`src/rtl/shift_deserializer_lsb.sv`:
```
// LSB-first serial-to-parallel receiver with a one-word valid/ready holding register.
// Define PARITY_CHECK_EN to receive W data bits plus one even-parity bit per frame.
module shift_deserializer_lsb #(
  parameter  int Word_Length = 8,
  localparam int CNT_W       = $clog2(Word_Length + 1)
) (
  input  logic                   clk,
  input  logic                   reset,
  input  logic                   sync_rst,
  input  logic                   serial_in,
  input  logic                   serial_valid,
  output logic                   serial_ready,
  output logic [Word_Length-1:0] Data_Output,
  output logic                   data_valid,
  input  logic                   data_ready,
  output logic [CNT_W-1:0]       bit_count,
  output logic                   parity_err
);

  typedef enum logic {COLLECT = 1'b0, HOLD = 1'b1} state_t;

  localparam logic [CNT_W-1:0] FULL = CNT_W'(Word_Length);
`ifdef PARITY_CHECK_EN
  localparam logic [CNT_W-1:0] LAST = CNT_W'(Word_Length);
`else
  localparam logic [CNT_W-1:0] LAST = CNT_W'(Word_Length - 1);
`endif

  state_t                 state_q, state_d;
  logic [Word_Length-1:0] shreg_q, shreg_d;
  logic [Word_Length-1:0] dout_q, dout_d;
  logic                   dvld_q, dvld_d;
  logic [CNT_W-1:0]       cnt_q, cnt_d;
  logic [Word_Length-1:0] shift_w, word_w;
  logic                   accept, drain;

  assign shift_w = {serial_in, shreg_q[Word_Length-1:1]};

`ifdef PARITY_CHECK_EN
  // The parity bit never enters shreg; the data word is already complete.
  logic perr_q, perr_d, hpar_q, hpar_d, wpar;
  assign word_w     = shreg_q;
  assign wpar       = ^{shreg_q, serial_in};
  assign parity_err = perr_q;
`else
  assign word_w     = shift_w;
  assign parity_err = 1'b0;
`endif

  assign serial_ready = (state_q == COLLECT);
  assign accept       = serial_valid && serial_ready;
  assign drain        = dvld_q && data_ready;
  assign Data_Output  = dout_q;
  assign data_valid   = dvld_q;
  assign bit_count    = cnt_q;

  always_comb begin
    state_d = state_q;
    shreg_d = shreg_q;
    dout_d  = dout_q;
    dvld_d  = dvld_q;
    cnt_d   = cnt_q;
`ifdef PARITY_CHECK_EN
    perr_d  = perr_q;
    hpar_d  = hpar_q;
`endif
    if (drain) dvld_d = 1'b0;
    if (sync_rst) begin
      // Output side keeps its handshake; only the partial word is discarded.
      state_d = COLLECT;
      shreg_d = '0;
      cnt_d   = '0;
    end else begin
      unique case (state_q)
        COLLECT: begin
          if (accept) begin
            if (cnt_q == LAST) begin
              if (!dvld_q || drain) begin
                dout_d  = word_w;
                dvld_d  = 1'b1;
                shreg_d = '0;
                cnt_d   = '0;
`ifdef PARITY_CHECK_EN
                perr_d  = wpar;
`endif
              end else begin
                state_d = HOLD;
                shreg_d = word_w;
                cnt_d   = FULL;
`ifdef PARITY_CHECK_EN
                hpar_d  = wpar;
`endif
              end
            end else begin
              cnt_d = cnt_q + 1'b1;
              if (cnt_q < FULL) shreg_d = shift_w;
            end
          end
        end
        HOLD: begin
          if (data_ready) begin
            state_d = COLLECT;
            dout_d  = shreg_q;
            dvld_d  = 1'b1;
            shreg_d = '0;
            cnt_d   = '0;
`ifdef PARITY_CHECK_EN
            perr_d  = hpar_q;
`endif
          end
        end
        default: state_d = COLLECT;
      endcase
    end
  end

  always_ff @(posedge clk) begin
    if (reset) begin
      state_q <= COLLECT;
      shreg_q <= '0;
      dout_q  <= '0;
      dvld_q  <= 1'b0;
      cnt_q   <= '0;
`ifdef PARITY_CHECK_EN
      perr_q  <= 1'b0;
      hpar_q  <= 1'b0;
`endif
    end else begin
      state_q <= state_d;
      shreg_q <= shreg_d;
      dout_q  <= dout_d;
      dvld_q  <= dvld_d;
      cnt_q   <= cnt_d;
`ifdef PARITY_CHECK_EN
      perr_q  <= perr_d;
      hpar_q  <= hpar_d;
`endif
    end
  end

endmodule

```
`config.mk`:
```
export PLATFORM = sky130hd
export DESIGN_NAME = shift_deserializer_lsb
export DESIGN_NICKNAME = d
export VERILOG_FILES = /design/src/rtl/shift_deserializer_lsb.sv
export SDC_FILE = /design/constraint.sdc
export NUM_CORES = 1
export LEC_CHECK = 0
export BUFFER_PORTS_ARGS = -buffer_cell sky130_fd_sc_hd__buf_4
export CAP_MARGIN = 20
export CORE_AREA = 4 4 66 50
export CTS_BUF_LIST = sky130_fd_sc_hd__clkbuf_4 sky130_fd_sc_hd__clkbuf_8
export CTS_CLUSTER_SIZE = 12
export DETAILED_ROUTE_END_ITERATION = 10
export DIE_AREA = 0 0 70 54
export GPL_TIMING_DRIVEN = 1
export HOLD_SLACK_MARGIN = 0.15
export PLACE_DENSITY = 0.65
export SYNTH_ARGS = -nofsm -noshare
export SYNTH_HDL_FRONTEND = slang
export SYNTH_SLANG_ARGS = --single-unit
```
`constraint.sdc`:
```
create_clock -name clk -period 1.45 [get_ports clk]
set_input_delay 0.29 -clock clk [delete_from_list [all_inputs] [get_ports clk]]
set_output_delay 0.29 -clock clk [all_outputs]
set_load 0.02 [all_outputs]
```
; Word level (Yosys, flattened, before mapping)
; Cells that the tools add are included.
[op_classes]
eq_ne = 6
n_mux = 28
n_lt_le_gt_ge = 1
bitwise_logic = 2
reduce_logical = 8
n_addsub = 1
[op_table]
columns = op, count
row1 = 2-to-1 mux 8 bit, 9
row2 = case mux 8 bit (2 select lines), 2
row3 = 2-to-1 mux 4 bit, 4
row4 = 2-to-1 mux 1 bit, 10
row5 = case mux 4 bit (2 select lines), 1
row6 = "inequality test 2 x 1 -> 1 bit, second input constant", 3
row7 = AND reduction 5 bit, 1
row8 = "adder 4 x 1 -> 4 bit, second input constant", 1
row9 = "equality test 4 x 3 -> 1 bit, second input constant", 1
row10 = "less-than comparator 4 bit, second input constant", 1
row11 = case mux 1 bit (2 select lines), 2
row12 = "inequality test 3 x 1 -> 1 bit, second input constant", 1
row13 = AND reduction 3 bit, 1
row14 = logical AND 1 bit, 2
row15 = "inequality test 2 bit, second input constant", 1
row16 = NOT 1 bit, 2
row17 = AND reduction 2 bit, 1
row18 = OR reduction 2 bit, 1
row19 = logical NOT 1 bit, 1
row20 = logical OR 1 bit, 1
[totals]
regBits = 22
inputBits = 6
elab_cells = 51
output_inout_bits = 15

; Depth between registers and ports, before layout
; Gate-level depths: netlist of run 1.
[logic_depth]
word_depth = 7
mapped_depth = 7
depth_no_buf = 5

; Worst setup path before layout of run 1
; OpenSTA, ideal clock, no wires.
[synth_timing]
path_kind = register to register
from = reg cnt_q[0] (netlist: bit_count[0])
to = reg dout_q[0] (netlist: Data_Output[0])
required_time_ns = 1.326
stages_incl_launch_ff = 8
setup_ns = 0.124
path_buffers = 2
synth_period_minus_slack_ns = 1.706
setup_slack_ns = -0.256
arrival_ns = 1.581
path_cell_list = dfxtp_1 -> ha_1 -> and3b_1 -> a21o_1 -> buf_2 -> and2_1 -> buf_6 -> a211oi_2
[synth_via]
elab_chain_cells = 3
[synth_lines]
columns = element, line_no
row1 = "start, declared", 33  ; logic [CNT_W-1:0] cnt_q, cnt_d;
row2 = "start signal, assigned", 133  ; cnt_q <= cnt_d;
row3 = equality test 4 x 3 -> 1 bit, 77  ; if (cnt_q == LAST) begin
row4 = inequality test 2 x 1 -> 1 bit (no line), -
row5 = AND reduction 5 bit (no line), -
row6 = "end signal, assigned", 131  ; dout_q <= dout_d;
row7 = "end, declared", 31  ; logic [Word_Length-1:0] dout_q, dout_d;
; No other way between the ends.
; A chain may end at the register's enable or synchronous reset.

; Worst setup path after layout of run 1
[layout_timing]
from = reg cnt_q[1] (netlist: bit_count[1])
to = reg dout_q[6] (netlist: Data_Output[6])
; The elaborated chain is that of the path after synthesis.

==> results.md, run 1 <==
* Worst Hold Class: in -> reg
* Reg2Reg Depth at 6
* Met3 wire length at 168 microns
* Crit share post-route at 98.7%
* Synth Register Bits at 22
* Vias in the first global route at 886
* Pwr dens at 802 mW/mm^2
* Pre-antenna DRT Iters at 4
* Critical path type: reg -> reg
* Clock Latency Late Sink at 0.26 ns
* Clock-pin slew on the worst setup and hold paths at 0.08 ns
* CP Capture Point: Data_Output[6]
* R2R Path End: Data_Output[6]
* Worst VDD drop at 0.611 mV
* Crit path launch: bit_count[1]
* Reg power frac at 56.6%
* DP Worst Slack at -0.0163 ns
* Hold Buf Count CTS at 0
* Switching pwr at 0.248 mW
* Die height at 54 microns
* # diodes at 0
* Worst path max stage delay at 0.36 ns
* Setup TNS at 0 ns
* Worst Path Arrival at 1.58 ns
* Fraction of layout cells with a size suffix above 1 at 41.2%
* Vias per cell at 5.36
* Die width at 70 microns
* Post-DR wirelength/cell at 14.8 microns
* Syn. warnings at 0
* Achievable Freq at 0.699 GHz
* Post-synth EDFFs at 0
* Int Power at 0.823 mW
* PortBufs at 19
* Routed wl met2 at 1080 microns
* Initial Utilization at 37.8%
* Initial antenna violation count at 0
* CP startpoint kind: flip-flop
* Utilization after layout at 49.8%
* Syn_area_per_cell at 9.76 sq um
* Core Region at 0.00268 sq mm
* Core Rows at 16
* Minimum clock period at 1.43 ns
* Placed Cells at 163
* Layout Nets at 139
* GRT Util Overall at 13.9%
* Largest net degree at the start of global routing at 14
* Cts bufs inserted at 3
* RSZ-0062 raised after global routing: true
* Clock tree buffer depth at 2
* DRT iter0 DRCs at 93
* Sw frac at 23.2%
* DPL Wire Length at 1800 microns
* Post-synth cell types at 28
* Boundary Pins at 21
* Setup Fix Bufs, Post-CTS at 0
* P&R area growth vs syn at 31.7%
* Final setup margin at 0.0185 ns
* WL met1 at 1190 microns
* Outcome: completed
* Req. time, crit path at 1.60 ns
* DRC errors left at 0
* Root Driver: clkbuf_8
* Placer Congestion at 0.836
* Syn_nets at 111
* Most common cell after layout, fill and taps aside: buf_4
* Post-cts resize count at 1
* Fin cells at 167
* Post-synthesis sequential area ratio at 43.4%
* Area leader, netlist: dfxtp_1
* Synth top area share at 43.4%
* Synth Instances at 104
* Max cap viols at 0
* Slowest-stage cell, CP: dfxtp_4
* Post-route ant nets at 0
* Synth top area cells: dfxtp_1 43%, a211oi_2 11%, mux2i_1 8.9%
* TritonCTS clock tree: done
* Max-slew violation count at 0
* First-pass GRT wire length at 4040 microns
* Leakage power at 0.478 nW
* Layout filler cell count at 252
* Final Hold Viols at 0
* Die footprint at 0.00378 sq mm
* Most frequent cells in the layout: 29 x buf_4, 19 x dfxtp_1, 11 x nor2_1
* FF-to-FF Start: bit_count[1]
* CTS sink cnt at 22
* R2r setup slk at 0.02 ns
* Clock Power Share at 36.0%
* Remaining global-route overflow at 0
* Ys flop type: dfxtp_1
* H-tree levels at 1
* Ys async rst share at 0%
* Crit-path max FO at 8
* Final setup vio count at 0
* Crit-path cells: ha_4, and3b_2, a21o_1, buf_6, a21oi_1, a211oi_2
* Synth Cell Area at 0.00101 sq mm
* CP Capture Type: flip-flop
* Clk_skew at 0.00227 ns
* Logic pwr share at 7.4%
* DRT Wirelength at 2470 microns
* Max Used Layer: met4
* Worst hold slack at 0.213 ns
* Vias at 895
worst max-delay path, delay by kind of cell, from the launching register on:
kind	cells	cell delay [ns]
flops	1	0.36
buf+inv	1	0.14
compound gates	3	0.44
simple gates	1	0.24
fa+ha+maj	1	0.15
cell usage after synthesis (2+ instances only):
library cell	n
a21oi_1	10
a211oi_2	9
a31oi_1	2
nand2_1	4
dfxtp_1	22
buf_2	3
nor2_1	12
a22oi_1	9
nand2b_1	2
nor3_1	3
mux2i_1	9
a21o_1	3
area by class of cell:
class / count / area (sq um) / area share [%]
clock inverters: 1 / 3.75 / 0.281
inverters: 1 / 3.75 / 0.281
clock buffers: 3 / 41.3 / 3.09
well taps: 36 / 45.0 / 3.37
flip-flops and latches: 22 / 449 / 33.6
multi-input cells: 74 / 564 / 42.2
repair buffers: 30 / 229 / 17.1
kinds of logic after synthesis:
logic type | synth area share, %
flops | 43.4
mux | 9.99
simple gates | 12.8
fa+ha+maj | 1.23
other cells | 0.370
buf+inv | 4.44
compound gates | 27.7
per-layer routing:
layer / GRT usage [%] / up-vias
met3: 5.04 / 4
li1: - / 433
met1: 16.9 / 428
met5: 0 / -
met4: 4.78 / 0
met2: 23.4 / 30
flip-flops by register name (all words and copies together), names as in the netlist:
name,cells
state_q,1
data_valid,1
bit_count,4
Data_Output,8
shreg_q,8
stage by stage:
| stage | area, sq um | power, mW |
|---|---|---|
| global route | 1340 | 1.11 |
| detailed placement | 1270 | 0.696 |
| global placement | 1270 | 0.696 |
| floorplan | 1050 | 0.663 |
| CTS | 1320 | 1.08 |
| finish | 1340 | 1.07 |
power by group through the flow:
stage	registers [mW]	logic (mW)	clock network, mW
after floorplan	0.624	0.0395	0
after global placement	0.621	0.0748	0
after detailed placement	0.621	0.0747	0
after CTS	0.607	0.0757	0.396
after global routing	0.607	0.0856	0.420
final	0.607	0.0793	0.386
worst min-delay path by stage:
stage	end	cells after the start	slack, ns	startpoint
after floorplan	state_q	1	0.37	data_ready
after global placement	state_q	2	0.49	data_ready
after CTS	state_q	2	0.21	data_ready
after detailed placement	state_q	2	0.49	data_ready
after global routing	state_q	2	0.22	data_ready
final	state_q	2	0.21	data_ready
(Power assumes the default switching activity.)
==> run 2, diff against run 1 <==
--- a/config.mk
+++ b/config.mk
@@ -7,14 +7,16 @@
 export LEC_CHECK = 0
 export BUFFER_PORTS_ARGS = -buffer_cell sky130_fd_sc_hd__buf_4
 export CAP_MARGIN = 20
-export CORE_AREA = 4 4 66 50
+export CELL_PAD_IN_SITES_DETAIL_PLACEMENT = 0
+export CELL_PAD_IN_SITES_GLOBAL_PLACEMENT = 1
+export CORE_AREA = 4 4 67 51
 export CTS_BUF_LIST = sky130_fd_sc_hd__clkbuf_4 sky130_fd_sc_hd__clkbuf_8
 export CTS_CLUSTER_SIZE = 12
 export DETAILED_ROUTE_END_ITERATION = 10
-export DIE_AREA = 0 0 70 54
+export DIE_AREA = 0 0 71 55
 export GPL_TIMING_DRIVEN = 1
 export HOLD_SLACK_MARGIN = 0.15
-export PLACE_DENSITY = 0.65
+export PLACE_DENSITY = 0.78
 export SYNTH_ARGS = -nofsm -noshare
 export SYNTH_HDL_FRONTEND = slang
 export SYNTH_SLANG_ARGS = --single-unit
==> run 2 against run 1 <==
  * Sequential share of layout area fell by 0.77 points
  * Combinational power rose by 4.9%
  * Hold slack got worse by 0.0030 ns
  * Sequential power barely moved
  * Wire length fell by 0.69%
  * Largest power group unchanged
  * Global-route usage fell by 1.2 points
  * Critical endpoint unchanged
  * Non-clock buffer count did not move
  * Maximum frequency fell by 0.77%
  * Highest routed layer unchanged
==> results.md, run 2 (synthesis gave the netlist of run 1 again) <==
* Outcome: completed (unchanged)
* Die height at 55 microns (was 54 microns)
* Crit-path max FO at 8 (unchanged)
* PortBufs at 19 (unchanged)
* Reg2Reg Depth at 5 (was 6)
* Final Hold Viols at 0 (unchanged)
* CP startpoint kind: flip-flop (unchanged)
* FF-to-FF Start: bit_count[1] (unchanged)
* Largest net degree at the start of global routing at 14 (unchanged)
* Initial Utilization at 37.3% (was 37.8%)
* DRT Wirelength at 2460 microns (was 2470 microns)
* Vias per cell at 5.33 (was 5.36)
* Minimum clock period at 1.44 ns (was 1.43 ns)
* DRT iter0 DRCs at 61 (was 93)
* RSZ-0062 raised after global routing: true (unchanged)
* Max cap viols at 0 (unchanged)
* Die width at 71 microns (was 70 microns)
* R2r setup slk at 0.007 ns (was 0.02 ns)
* Die footprint at 0.00391 sq mm (was 0.00378 sq mm)
* GRT Util Overall at 12.7% (was 13.9%)
* CTS sink cnt at 22 (unchanged)
* Setup TNS at 0 ns (unchanged)
* H-tree levels at 1 (unchanged)
* Initial antenna violation count at 0 (unchanged)
* P&R area growth vs syn at 35.1% (was 31.7%)
* Crit share post-route at 99.5% (was 98.7%)
* Hold path cells at 2 (unchanged)
* Utilization after layout at 50.4% (was 49.8%)
* Pre-antenna DRT Iters at 4 (unchanged)
* DRC errors left at 0 (unchanged)
* Remaining global-route overflow at 0 (unchanged)
* Clock-pin slew on the worst setup and hold paths at 0.07 ns (was 0.08 ns)
* Cts bufs inserted at 3 (unchanged)
* CP Capture Type: flip-flop (unchanged)
* TritonCTS clock tree: done (unchanged)
* Worst Hold End: state_q (unchanged)
* Vias at 896 (was 895)
* Clock tree buffer depth at 2 (unchanged)
* Critical path type: reg -> reg (unchanged)
* Most common cell after layout, fill and taps aside: buf_4 (unchanged)
* Root Driver: clkbuf_8 (unchanged)
* Placer Congestion at 0.848 (was 0.836)
* Post-DR wirelength/cell at 14.6 microns (was 14.8 microns)
* Worst Hold Class: in -> reg (unchanged)
* Worst Path Arrival at 1.62 ns (was 1.58 ns)
* Post-route ant nets at 0 (unchanged)
* Max-slew violation count at 0 (unchanged)
* Hold Buf Count CTS at 0 (unchanged)
* Worst VDD drop at 0.654 mV (was 0.611 mV)
* Clock Latency Late Sink at 0.25 ns (was 0.26 ns)
* DPL Wire Length at 1680 microns (was 1800 microns)
* Most frequent cells in the layout: 28 x buf_4, 18 x dfxtp_1, 11 x nor2_1 (was 29 x buf_4, 19 x dfxtp_1, 11 x nor2_1)
* Req. time, crit path at 1.63 ns (was 1.60 ns)
* # diodes at 0 (unchanged)
* Clk_skew at 0.000710 ns (was 0.00227 ns)
* Boundary Pins at 21 (unchanged)
* First-pass GRT wire length at 3900 microns (was 4040 microns)
* Vias in the first global route at 808 (was 886)
* Hold Path Origin: data_ready (unchanged)
* Crit path launch: bit_count[1] (unchanged)
* Core Region at 0.00272 sq mm (was 0.00268 sq mm)
* Leakage power at 0.488 nW (was 0.478 nW)
* Core Rows at 16 (unchanged)
* Fraction of layout cells with a size suffix above 1 at 44.7% (was 41.2%)
* R2R Path End: Data_Output[6] (unchanged)
* Layout Nets at 140 (was 139)
* Final setup vio count at 0 (unchanged)
* Pwr dens at 793 mW/mm^2 (was 802 mW/mm^2)
* Achievable Freq at 0.693 GHz (was 0.699 GHz)
==> run 2: changes by cell type in the layout (fill, tap and decap cells not counted), sizes merged <==
cell and change:
clkinv -1, a21o +1, clkbuf +1
==> run 2: per-stage QoR <==
| stage | instances | cell area [sq um] | hold slack [ns] | worst slack (ns) | total power [mW] |
|---|---|---|---|---|---|
| finish | 168 | 1370 | 0.210 | 0.00735 | 1.09 |
| CTS | 166 | 1330 | 0.215 | -0.00000999 | 1.09 |
| global placement | 161 | 1250 | 0.485 | -0.0488 | 0.695 |
| floorplan | 104 | 1050 | 0.369 | -0.0746 | 0.663 |
| global route | 168 | 1370 | 0.215 | -0.0438 | 1.13 |
| detailed placement | 161 | 1250 | 0.489 | -0.0956 | 0.695 |
==> run 2: area by class of cell <==
| cell class | instances | area, sq um |
|---|---|---|
| Timing Repair Buffer | 30 | 233 |
| Inverter | 1 | 3.75 |
| Sequential cell | 22 | 450 |
| Clock buffer | 4 | 48.8 |
| Multi-Input combinational cell | 75 | 591 |
| Fill cell | 261 | 1350 |
| Tap cell | 36 | 45.0 |
==> run 2: worst max-delay path: stages (launching register included) <==
cell and delay, ns:
dfxtp_4 0.36, ha_4 0.16, and3b_2 0.24, a21o_4 0.24
and2_4 0.19, a211oi_2 0.18
==> run 2: how the worst max path moves through the flow <==
stage	end	slack, ns
CTS	Data_Output[0]	-0.00001
floorplan	Data_Output[0]	-0.07
global placement	Data_Output[5]	-0.05
detailed placement	Data_Output[0]	-0.1
global route	Data_Output[6]	-0.04
finish	Data_Output[6]	0.007
==> run 2: where the power goes <==
group          total, mW  internal [mW]  switching (mW)  leakage [nW]
Sequential         0.607          0.604         0.00302         0.180
Clock              0.397          0.214           0.182        0.0262
Combinational     0.0832         0.0340          0.0492         0.282
==> run 2: what timing repair did <==
item,in CTS,in global routing
buffers inserted,0,2
pin swaps,0,3
resized for setup,4,7
cloned,1,0
endpoints found under the setup margin,16,18
==> run 2: per-layer routing <==
| metal | GRT usage [%] | share of wire, % | vias up |
|---|---|---|---|
| met3 | 4.33 | 5.8 | 4 |
| li1 | - | - | 438 |
| met1 | 18.0 | 51 | 429 |
| met5 | 0 | 0 | - |
| met2 | 19.5 | 42 | 25 |
| met4 | 0.938 | 1.2 | 0 |
